--- config.mk ---
export PLATFORM = sky130hd
export DESIGN_NAME = syn_av_mm_csr_slave
export DESIGN_NICKNAME = d
export VERILOG_FILES = /design/src/rtl/syn_av_mm_csr_pkg.sv /design/src/rtl/syn_av_mm_rd_pipe.sv /design/src/rtl/syn_av_mm_csr_slave.sv
export SDC_FILE = /design/constraint.sdc
export NUM_CORES = 1
export LEC_CHECK = 0
export BUFFER_PORTS_ARGS = -buffer_cell sky130_fd_sc_hd__clkbuf_2
export CAP_MARGIN = 20
export CORE_AREA = 2 2 442 444
export CTS_CLUSTER_DIAMETER = 150
export CTS_CLUSTER_SIZE = 24
export DETAILED_ROUTE_END_ITERATION = 8
export DIE_AREA = 0 0 444 446
export PLACE_DENSITY = 0.44
export SYNTH_ARGS = -nofsm -noshare
export SYNTH_HDL_FRONTEND = slang
export SYNTH_SLANG_ARGS = --single-unit
--- constraint.sdc ---
create_clock -name av_clk -period 2 [get_ports av_clk]
set_input_delay 0 -clock av_clk [delete_from_list [all_inputs] [get_ports av_clk]]
set_output_delay 0 -clock av_clk [all_outputs]
set_load 0.05 [all_outputs]
--- src/rtl/syn_av_mm_csr_pkg.sv ---
// Shared constants, decode result type and address decode helper for the
// syn_av_mm CSR responder.
package syn_av_mm_csr_pkg;

   localparam int RD_LAT_MAX = 8;
   localparam int ERR_CNT_W  = 16;

   typedef enum logic [1:0] {
      DEC_RW,
      DEC_RO,
      DEC_UNMAPPED
   } dec_e;

   // The full-width compare makes any nonzero upper address bit fall through to unmapped.
   function automatic dec_e decode_addr(input logic [31:0] addr, input int unsigned num_regs);
      if (addr < num_regs)
         return DEC_RW;
      else if (addr < 2 * num_regs)
         return DEC_RO;
      else
         return DEC_UNMAPPED;
   endfunction

endpackage

--- src/rtl/syn_av_mm_rd_pipe.sv ---
// Fixed-latency read return pipe: RD_LAT stages of {valid, data}. A stage's
// data is zero whenever its valid is low.
module syn_av_mm_rd_pipe #(
   parameter int DATA_W = 32,
   parameter int RD_LAT = 2
) (
   input  logic              clk_i,
   input  logic              rst_ni,
   input  logic              vld_i,
   input  logic [DATA_W-1:0] data_i,
   output logic              vld_o,
   output logic [DATA_W-1:0] data_o
);

   logic [RD_LAT-1:0]             vld_q;
   logic [RD_LAT-1:0][DATA_W-1:0] data_q;

   always_ff @(posedge clk_i or negedge rst_ni) begin
      if (!rst_ni) begin
         vld_q  <= '0;
         data_q <= '0;
      end else begin
         vld_q[0]  <= vld_i;
         data_q[0] <= vld_i ? data_i : '0;
         for (int i = 1; i < RD_LAT; i++) begin
            vld_q[i]  <= vld_q[i-1];
            data_q[i] <= data_q[i-1];
         end
      end
   end

   assign vld_o  = vld_q[RD_LAT-1];
   assign data_o = data_q[RD_LAT-1];

endmodule

--- src/rtl/syn_av_mm_csr_slave.sv ---
// Avalon-MM CSR responder: RW config bank, RO status window, pipelined
// fixed-latency reads and a saturating protocol/decode error counter.
module syn_av_mm_csr_slave
   import syn_av_mm_csr_pkg::*;
#(
   parameter int ADDR_W   = 12,
   parameter int DATA_W   = 32,
   parameter int NUM_REGS = 16,
   parameter int RD_LAT   = 2
) (
   input  logic                       av_clk,
   input  logic                       av_rst,
   input  logic                       av_read,
   input  logic                       av_write,
   input  logic [ADDR_W-1:0]          av_addr,
   input  logic [DATA_W-1:0]          av_write_data,
   output logic [DATA_W-1:0]          av_read_data,
   output logic                       av_rd_data_valid,
   output logic [NUM_REGS*DATA_W-1:0] cfg_regs_o,
   output logic [NUM_REGS-1:0]        cfg_wr_pulse_o,
   input  logic [NUM_REGS*DATA_W-1:0] status_i,
   output logic [ERR_CNT_W-1:0]       err_cnt_o
);

   localparam int IDX_W = (NUM_REGS > 1) ? $clog2(NUM_REGS) : 1;

   logic [NUM_REGS-1:0][DATA_W-1:0] cfg_q, cfg_d;
   logic [NUM_REGS-1:0][DATA_W-1:0] status_w;
   logic [NUM_REGS-1:0]             pulse_q, pulse_d;
   logic [ERR_CNT_W-1:0]            err_q, err_d;
   logic [IDX_W-1:0]                idx;
   dec_e                            dec;
   logic                            wr_hit, rd_vld, err_inc;
   logic [DATA_W-1:0]               rd_data;

   assign status_w = status_i;
   assign dec      = decode_addr(32'(av_addr), NUM_REGS);
   assign idx      = av_addr[IDX_W-1:0];
   assign wr_hit   = av_write && (dec == DEC_RW);
   // A write wins a read/write collision; the read is discarded.
   assign rd_vld   = av_read && !av_write;
   // At most one error per cycle, however many rules the cycle breaks.
   assign err_inc  = (av_read && av_write)
                   || (av_write && (dec != DEC_RW))
                   || (av_read && (dec == DEC_UNMAPPED));

   always_comb begin
      cfg_d   = cfg_q;
      pulse_d = '0;
      if (wr_hit) begin
         cfg_d[idx]   = av_write_data;
         pulse_d[idx] = 1'b1;
      end
   end

   always_comb begin
      err_d = err_q;
      if (err_inc && (err_q != '1))
         err_d = err_q + 1'b1;
   end

   always_comb begin
      rd_data = '0;
      case (dec)
         DEC_RW:  rd_data = cfg_q[idx];
         DEC_RO:  rd_data = status_w[idx];
         default: rd_data = '0;
      endcase
   end

   always_ff @(posedge av_clk or negedge av_rst) begin
      if (!av_rst) begin
         cfg_q   <= '0;
         pulse_q <= '0;
         err_q   <= '0;
      end else begin
         cfg_q   <= cfg_d;
         pulse_q <= pulse_d;
         err_q   <= err_d;
      end
   end

   syn_av_mm_rd_pipe #(
      .DATA_W (DATA_W),
      .RD_LAT (RD_LAT)
   ) u_rd_pipe (
      .clk_i  (av_clk),
      .rst_ni (av_rst),
      .vld_i  (rd_vld),
      .data_i (rd_data),
      .vld_o  (av_rd_data_valid),
      .data_o (av_read_data)
   );

   assign cfg_regs_o     = cfg_q;
   assign cfg_wr_pulse_o = pulse_q;
   assign err_cnt_o      = err_q;

endmodule

After elaboration in Yosys (flattened, before gate mapping)
Cells that the tools add are included.

word-level totals
  input bits = 560
  logic and storage cells = 55
  output and inout bits = 577
  bits in registers = 610

cells by class
  equality and inequality tests = 3
  mux-type cells = 14
  reductions and logical operators = 12
  order comparisons = 4
  add/sub/neg operators = 1

operators with widths
  kind                                                                    number
  512-bit bitwise mux                                                     1
  32-bit binary-select mux with 4-bit select                              2
  32-bit demux with 4-bit select                                          1
  32-bit 2-to-1 mux                                                       4
  32-bit one-hot mux with 2 select lines                                  1
  16-bit by 1-bit adder with 16-bit output (second input constant)        1
  16-bit 2-to-1 mux                                                       1
  16-bit != test (second input constant)                                  1
  12-bit by 5-bit < comparator with 1-bit output (second input constant)  1
  12-bit by 6-bit < comparator with 1-bit output (second input constant)  1
  1-bit logical AND                                                       7
  4-bit by 5-bit < comparator with 1-bit output (second input constant)   1
  1-bit demux with 4-bit select                                           1
  4-bit by 1-bit >= comparator with 1-bit output (second input constant)  1
  2-bit 2-to-1 mux                                                        2
  2-bit by 1-bit == test with 1-bit output (second input constant)        1
  2-bit == test (second input constant)                                   1
  2-bit logical NOT                                                       1
  1-bit logical OR                                                        2
  2-bit nonzero test                                                      1
  1-bit logical NOT                                                       1
  1-bit 2-to-1 mux                                                        1

Logic depth before layout (Yosys ltp)
Gate-level depths: netlist of run 1.

  depth in word-level cells = 8
  depth in mapped cells = 9
  mapped depth without buffers = 6

Hierarchy
A second synthesis of run 1 with hierarchy kept.

second synthesis, totals
  cells, all modules = 2091
  area total of the unflattened synthesis = 30943.4 sq um

modules (own cells, without submodules)
  module               area an instance (sq um)  cells an instance  instances  seq. area each (sq um)
  syn_av_mm_csr_slave  28796.4                   1958               1          13613.1
  syn_av_mm_rd_pipe    2147.1                    133                1          1651.6

Worst setup path before layout of run 1
OpenSTA, ideal clock, no wires.

  kind = input to register
  start = input port av_addr[9]
  end = register cfg_q, in the netlist cfg_regs_o[129]
  data arrival time = 2.104 ns
  slack = -0.228 ns
  stages = 7
  required time = 1.875 ns
  path buffers = 2
  setup time = 0.125 ns
  cells stage by stage = or4_4 -> or2_1 -> buf_2 -> or4_4 -> nor2_4 -> buf_6 -> mux2_2

on the way
  cells in the longest elaborated chain, start to end = 5
  elaborated cells on any way between the ends = 6
  classes of those cells = order compare: 2; mux: 2; reduce/logical: 2

RTL lines
  element                                         line                       RTL
  start, declared                                 syn_av_mm_csr_slave.sv:15  input logic [ADDR_W-1:0] av_addr,
  12-bit by 6-bit < comparator with 1-bit output  syn_av_mm_csr_pkg.sv:18    else if (addr < 2 * num_regs)
  2-bit 2-to-1 mux                                syn_av_mm_csr_pkg.sv:18
  2-bit 2-to-1 mux (*)                            syn_av_mm_csr_pkg.sv:16    if (addr < num_regs)
  2-bit logical NOT (*)                           syn_av_mm_csr_slave.sv:39  assign wr_hit = av_write && (dec == DEC_RW);
  1-bit logical AND (*)                           syn_av_mm_csr_slave.sv:39
  end signal, assigned                            syn_av_mm_csr_slave.sv:77  cfg_q <= cfg_d;
  end, declared                                   syn_av_mm_csr_slave.sv:27  logic [NUM_REGS-1:0][DATA_W-1:0] cfg_q, cfg_d;

Mark *: on every way between the ends. The rest lies on a longest branch, timed or not.
A chain may end at the register's enable or synchronous reset.

Worst setup path after layout of run 1
  start = input port av_addr[1]
  end = register u_rd_pipe.data_q[26] (netlist bit)

on the way
  cells in the longest elaborated chain, start to end = 6
  elaborated cells on any way between the ends = 12
  classes of those cells = order compare: 2; eq/ne: 1; mux: 8; reduce/logical: 1

RTL lines
  element                                                                               line                       RTL
  12-bit by 6-bit < comparator with 1-bit output                                        syn_av_mm_csr_pkg.sv:18
  2-bit 2-to-1 mux                                                                      syn_av_mm_csr_pkg.sv:18
  2-bit 2-to-1 mux                                                                      syn_av_mm_csr_pkg.sv:16
  2-bit by 1-bit == test with 1-bit output / 2-bit logical NOT (equally long branches)  syn_av_mm_csr_slave.sv:64  case (dec)
  32-bit one-hot mux with 2 select lines (*)                                            syn_av_mm_csr_slave.sv:64
  32-bit 2-to-1 mux (*)                                                                 syn_av_mm_rd_pipe.sv:24    data_q[0] <= vld_i ? data_i : '0;
  end signal, assigned by index                                                         syn_av_mm_rd_pipe.sv:27    data_q[i] <= data_q[i-1];
  end, declared                                                                         syn_av_mm_rd_pipe.sv:16    logic [RD_LAT-1:0][DATA_W-1:0] data_q;

Mark *: on every way between the ends. The rest lies on a longest branch, timed or not. The select of a mux whose other input is x is not followed.

==> results of run 1 <==
power by group through the flow:
stage / clock network (mW) / logic, mW / registers (mW)
detailed placement: 0 / 4.06 / 12.8
global placement: 0 / 4.05 / 12.8
global route: 8.97 / 4.44 / 12.6
CTS: 8.58 / 4.27 / 12.6
floorplan: 0 / 1.32 / 13.2
finish: 8.28 / 4.20 / 12.6
routing by layer:
layer	vias to the layer above	part of all wire, %
met5	-	0.078
met4	26	3.2
met3	240	6.8
met2	1136	49
met1	13600	40
li1	10200	-
worst max path at each step:
stage | start | endpoint | slack (ps) | cells past startpoint
2_1_floorplan | av_addr[9] | cfg_regs_o[385] | -220 | 7
3_3_place_gp | av_addr[9] | cfg_regs_o[66] | -680 | 7
3_5_place_dp | av_addr[9] | cfg_regs_o[73] | -700 | 7
4_1_cts | cfg_regs_o[20] | u_rd_pipe.data_q[20] | 40 | 5
5_1_grt | av_addr[1] | u_rd_pipe.data_q[11] | 2 | 9
6_report | av_addr[1] | u_rd_pipe.data_q[26] | -60 | 9
state kept, by name, summed over array words and instances (netlist names):
name              count
cfg_wr_pulse_o       16
u_rd_pipe.data_o     32
u_rd_pipe.vld_q       2
err_cnt_o            16
u_rd_pipe.data_q     32
cfg_regs_o          512
area by class of cell:
cell class	instances	share of cell area, %
repair buffers	1525	22.5
well taps	2542	7.22
flip-flops and latches	610	34.7
diodes	26	0.148
multi-input cells	1148	33.2
inverters	1	0.00852
clock inverters	11	0.298
clock buffers	35	1.99
cells in the mapped netlist (11+ instances only):
cell type / n / area [µm²]
buf_2: 17 / 85.1
buf_4: 62 / 465
dfrtp_1: 610 / 15300
clkbuf_1: 94 / 353
mux2_2: 457 / 5150
a22o_1: 20 / 175
buf_6: 12 / 135
buf_1: 27 / 101
a21oi_1: 12 / 60.1
nand2_1: 60 / 225
nor3_1: 14 / 70.1
nor2b_1: 11 / 68.8
a211oi_1: 17 / 128
mux2i_1: 40 / 400
a22oi_1: 96 / 721
mux2_1: 59 / 664
mux4_2: 244 / 5500
nor2_2: 12 / 75.1
critical path: cells and delay by family:
kind / cells / cell delay [ps]
buf+inv: 5 / 1340
compound gates: 2 / 620
mux: 1 / 310
simple gates: 1 / 270
metrics by stage:
stage,utilization (%),hold slack (ps)
6_report,22.8,32.6
4_1_cts,22.7,0.0223
3_5_place_dp,21.6,-4.59
5_1_grt,22.7,27.4
3_3_place_gp,21.6,-6.31
2_1_floorplan,-,-296
what timing repair did:
item	in CTS	in global routing
endpoints found under the setup margin	1	6
hold buffers	104	0
gates cloned	0	2
setup buffers	0	5
resized for setup	1	7
hold endpoints to repair	1088	0
pin swaps	0	2
logic make-up (layout without fill, tap and decap cells):
| family | after synthesis | after routing | synth area share (%) |
|---|---|---|---|
| AO/OA/AOI/OAI | 176 | 176 | 4.27 |
| XOR/XNOR | 10 | 10 | 0.288 |
| adder cells (fa/ha/maj) | 1 | 1 | 0.0412 |
| buffers and inverters | 213 | 1572 | 3.77 |
| flip-flops | 610 | 610 | 50.3 |
| multiplexers | 800 | 800 | 38.6 |
| other | 0 | 26 | 0 |
| AND/OR/NAND/NOR | 161 | 161 | 2.81 |
cells in the final DEF, fill, tap and decap left out, drive strengths merged, types with 11 or more instances in the layout:
master | synthesis | routed
a21oi | 12 | 12
buf | 118 | 289
mux2i | 40 | 40
dlygate4sd3 | 0 | 103
clkbuf | 94 | 1168
nor3 | 14 | 14
nand2 | 60 | 60
nor2 | 26 | 26
diode | 0 | 26
mux4 | 244 | 244
dfrtp | 610 | 610
mux2 | 516 | 516
nor2b | 11 | 11
a211oi | 17 | 17
a22o | 20 | 20
a22oi | 96 | 96
==> metrics.md, run 1 <==
| Metric | Value |
|---|---|
| Outcome | `finished with violations` |
| Failing checks | `negative setup slack` |
| Leak pwr | `21.8 nW` |
| Capturing point of the worst reg2reg path | `u_rd_pipe.data_q[26]` |
| Clk root buf | `clkbuf_16` |
| Routed WL per cell | `32.5 µm` |
| Cell variety after synth | `43` |
| CTS sink cnt | `610` |
| Site row count | `162` |
| Max-slew headroom | `50.5%` |
| Ratio of cells with drive above 1 in the final layout | `66.3%` |
| Core ar. | `0.194 mm²` |
| Clk_lat worst skew | `670 ps` |
| Largest net degree at the start of global routing | `89` |
| Register area | `0.0153 mm²` |
| Final Routed Wirelength | `192,000 µm` |
| Via/cell ratio | `4.28` |
| PortBufs | `1,136` |
| Hold path startpoint | `status_i[344]` |
| Detailed Routing Iterations Pass 1 | `5` |
| Psw | `7.60 mW` |
| Actual transition at the worst max-transition pin | `740 ps` |
| Multi-input gate area | `0.0146 mm²` |
| Seq/Total Area, Yosys | `50.3%` |
| Worst-path cell with the longest stage delay | `dlygate4sd3_1` |
| Effective utilization at floorplan | `15.7%` |
| Total power | `25.1 mW` |
| Max-slew violations | `0` |
| Ports | `1,137` |
| Setup crit end kind | `flip-flop` |
| Number of flops mapped to enable cells by yosys | `0` |
| Post-Syn Instances | `1,971` |
| Post-route cell area | `0.0441 mm²` |
| Met1 usage | `23.4%` |
| CP Launch Type | `input pin` |
| Period Utilization, post-route | `103%` |
| Yosys reg bits | `610` |
| Crit Path Max Fanout | `20` |
| Hold endpoint | `u_rd_pipe.data_q[24]` |
| Residual DRC | `0` |
| Pwr dens | `569 mW/mm²` |
| # setup viols final | `2` |
| Initial drt markers | `2,073` |
| Fill cells | `20,700` |
| # nets final | `3,881` |
| CP dominant cell by count | `buf_12` |
| Critical Path AT | `2620 ps` |
| Setup TNS | `-107 ps` |
| Placed inst area | `0.0418 mm²` |
| H-tree depth | `2` |
| DP Worst Slack | `-704 ps` |
| Detailed-route via count | `25,200` |
| GRT Resource Usage Total | `18.6%` |
| Fin crit period | `2060 ps` |
| Met2 usage | `31.6%` |
| Hold Crit Depth | `5` |
| Worst vdd ir | `589 µV` |
| R2R depth | `4` |
| CTS clk-pin slew, worst paths | `100 ps` |
| Clk_skew | `32.5 ps` |
| CTS tree | `built` |
| Routed Antenna Nets | `0` |
| Setup CP Type | `in2reg` |
| Post-Layout Cell Count | `5,898` |
| DP HPWL | `155,000 µm` |
| Comb power frac | `16.8%` |
| Sw frac | `30.3%` |
| Synthesized Nets | `2,532` |
| GRT met3 Usage | `4.09%` |
| Fmax | `0.485 GHz` |
| Placed Cells | `5,715` |
| Setup slack, reg-to-reg | `80 ps` |
| Busiest grt layer | `met2` |
| Sequential Power Share | `50.2%` |
| CP peak stage delay | `580 ps` |
| First-pass GRT wire length | `248,000 µm` |
| Fin. Hold Viols | `0` |
| Max-cap viol count | `0` |
| Die Wd | `444 µm` |
| Min-Delay Path Class | `in2reg` |
| Crit path cell chain | `dlygate4sd3_1 > buf_8 > buf_12 > buf_12 > buf_4 > mux4_2 > a22oi_1 > nand2_1 > a22o_1` |
| Die ar. | `0.198 mm²` |
| Area grow syn2layout | `45.1%` |
| Die H | `446 µm` |
| Mapped cell area | `0.0304 mm²` |
| Clock share of power | `33.0%` |
| RSZ-0062 raised after global routing | `false` |
| RD Place Congestion | `0.883` |
| Antenna violations before repair | `70` |
| Vias in the first global route | `25,400` |
| Syn_area_per_cell | `15.4 µm²` |
| Internal power | `17.5 mW` |
| CP required | `2560 ps` |
| Maximum buffer depth of the clock tree | `3` |
| Yosys warns | `0` |
| Synth async-reset ratio | `100%` |
| GRT overflow | `0` |
| Fin worst setup slack | `-60.1 ps` |
| Worst r2r src | `cfg_regs_o[378]` |
| Clock buffer count from CTS | `34` |
| Top FF cell, synth | `dfrtp_1` |
No activity file was read; power rests on OpenSTA's default activity.
==> run 2: changes to the inputs <==
--- a/config.mk
+++ b/config.mk
@@ -16,3 +16,4 @@
 export SYNTH_ARGS = -nofsm -noshare
 export SYNTH_HDL_FRONTEND = slang
 export SYNTH_SLANG_ARGS = --single-unit
+export TNS_END_PERCENT = 20
==> run 2 against run 1 <==
The run now ends clean. First-iteration DRC count decreased by 10%. Fmax rose by 3.3%. Utilization is 0.23 points lower. Worst hold slack improved by 2.9 ps. Register-to-register slack got worse by 70 ps. Via count decreased by 0.16%. Sequential power about the same. Cell area decreased by 0.99%. Sequential cell count unchanged. Global-route usage grew 0.22 points. Critical path type is now reg2reg. Critical endpoint is now u_rd_pipe.data_q[31].
==> metrics.md, run 2 (same netlist as run 1, synthesis figures left out) <==
| Metric | Value |
|---|---|
| Setup CP Type | `reg2reg` |
| DP HPWL | `157,000 µm` |
| H-tree depth | `2` |
| Routed WL per cell | `32.7 µm` |
| Outcome | `finished clean` |
| Ports | `1,137` |
| Clock buffer count from CTS | `36` |
| Pwr dens | `585 mW/mm²` |
| Fin crit period | `1990 ps` |
| Area grow syn2layout | `43.6%` |
| Via/cell ratio | `4.27` |
| Clk_lat worst skew | `670 ps` |
| Core ar. | `0.194 mm²` |
| Setup TNS | `0 ps` |
| # setup viols final | `0` |
| GRT overflow | `0` |
| Setup Buffers After CTS | `0` |
| Die H | `446 µm` |
| Hold_ws | `35.6 ps` |
| CTS tree | `built` |
| Sw frac | `30.1%` |
| Leak pwr | `21.7 nW` |
| Initial drt markers | `1,860` |
| Crit Path Max Fanout | `2` |
| Final Routed Wirelength | `193,000 µm` |
| Site row count | `162` |
| Max-cap viol count | `0` |
| Fmax | `0.502 GHz` |
| Internal power | `17.8 mW` |
| Die ar. | `0.198 mm²` |
| Post-route cell area | `0.0436 mm²` |
| Effective utilization at floorplan | `15.7%` |
| PortBufs | `1,136` |
| CP required | `2540 ps` |
| Critical Path AT | `2530 ps` |
| Period Utilization, post-route | `99.7%` |
| First-pass GRT wire length | `250,000 µm` |
| GRT Resource Usage Total | `18.8%` |
| Fin. Hold Viols | `0` |
| Max reg flops | `512` |
| Die Wd | `444 µm` |
| RSZ-0062 raised after global routing | `true` |
| Worst vdd ir | `491 µV` |
| Clock share of power | `34.2%` |
| Setup crit end kind | `flip-flop` |
| Comb power frac | `16.4%` |
| Psw | `7.68 mW` |
| RD Place Congestion | `0.887` |
| Commonest non-fill, non-tap cells in the layout | `1,131 x clkbuf_2, 608 x dfrtp_1, 457 x mux2_2` |
| Antenna violations before repair | `69` |
| Min-Delay Path Class | `in2reg` |
| CTS clk-pin slew, worst paths | `110 ps` |
| Detailed-route via count | `25,200` |
| Actual transition at the worst max-transition pin | `646 ps` |
| Leading cell type in the layout, fill and taps excluded | `clkbuf_2` |
| CTS sink cnt | `610` |
| Residual DRC | `0` |
| Max-slew headroom | `56.6%` |
| Clk root buf | `clkbuf_16` |
| Max-slew violations | `0` |
| Placed inst area | `0.0415 mm²` |
| Ratio of cells with drive above 1 in the final layout | `66.9%` |
| Maximum buffer depth of the clock tree | `3` |
| CP Launch Type | `flip-flop` |
| Largest net degree at the start of global routing | `84` |
| Routed Antenna Nets | `0` |
| # nets final | `3,879` |
| Vias in the first global route | `25,600` |
| Detailed Routing Iterations Pass 1 | `5` |
| Clk_skew | `48.7 ps` |
| Sequential Power Share | `49.4%` |
[run 2: cell type report]
type	count	area (µm²)
clock inverter	10	179
antenna	26	65.1
clock buffer	40	968
inverter	1	3.75
multi-input combinational	1148	14100
timing repair buffer	1521	9860
fill	20800	150000
tap	2542	3180
sequential	610	15300
[run 2: critical path, cell delays in order, from the launching register on]
cell and delay, ps:
dfrtp_1 420, mux4_2 470, a22oi_1 320, buf_4 170, nand2_1 70, buf_4 170
a21o_1 210
[run 2: through the flow]
step	instances	power, mW	setup slack (ps)	utilization [%]
floorplan	1971	14.5	-223	-
global placement	5738	16.9	-559	21.4
global route	5890	26.5	-6.40	22.5
finish	5898	25.5	6.35	22.5
CTS	5872	25.9	4.02	22.5
detailed placement	5738	16.9	-550	21.4
[run 2: what timing repair did]
action	in CTS	in global routing
hold buffers	84	0
gates resized for setup	5	5
pin swaps	0	1
endpoints found under the setup margin	4	6
endpoints found under the hold margin	1044	0
[run 2: final timing paths]
path | end | from | slack, ps | cells past startpoint
min in group asynchronous | u_rd_pipe.data_o[21] | av_rst | 50 | 3
max in group asynchronous | cfg_regs_o[380] | av_rst | 1310 | 4
worst min-delay path | u_rd_pipe.data_q[12] | status_i[172] | 40 | 6
worst max register to register | u_rd_pipe.data_q[31] | cfg_regs_o[31] | 6 | 6
worst min register to register | u_rd_pipe.data_o[24] | u_rd_pipe.data_q[24] | 330 | 0
worst max-delay path | u_rd_pipe.data_q[31] | cfg_regs_o[31] | 6 | 6
[run 2: routing by layer]
metal	vias to the layer above	global-route usage (%)	share of wire [%]
met4	26	6.35	3.4
met2	1048	32.1	50
met3	223	3.69	5.7
met1	13700	23.6	41
li1	10200	-	-
met5	-	0	0.084
[run 2: power by group through the flow]
stage | sequential (mW) | clock (mW) | combinational (mW)
finish | 12.6 | 8.73 | 4.18
floorplan | 13.2 | 0 | 1.30
detailed placement | 12.8 | 0 | 4.06
CTS | 12.6 | 9.07 | 4.26
global placement | 12.8 | 0 | 4.04
global route | 12.6 | 9.48 | 4.43
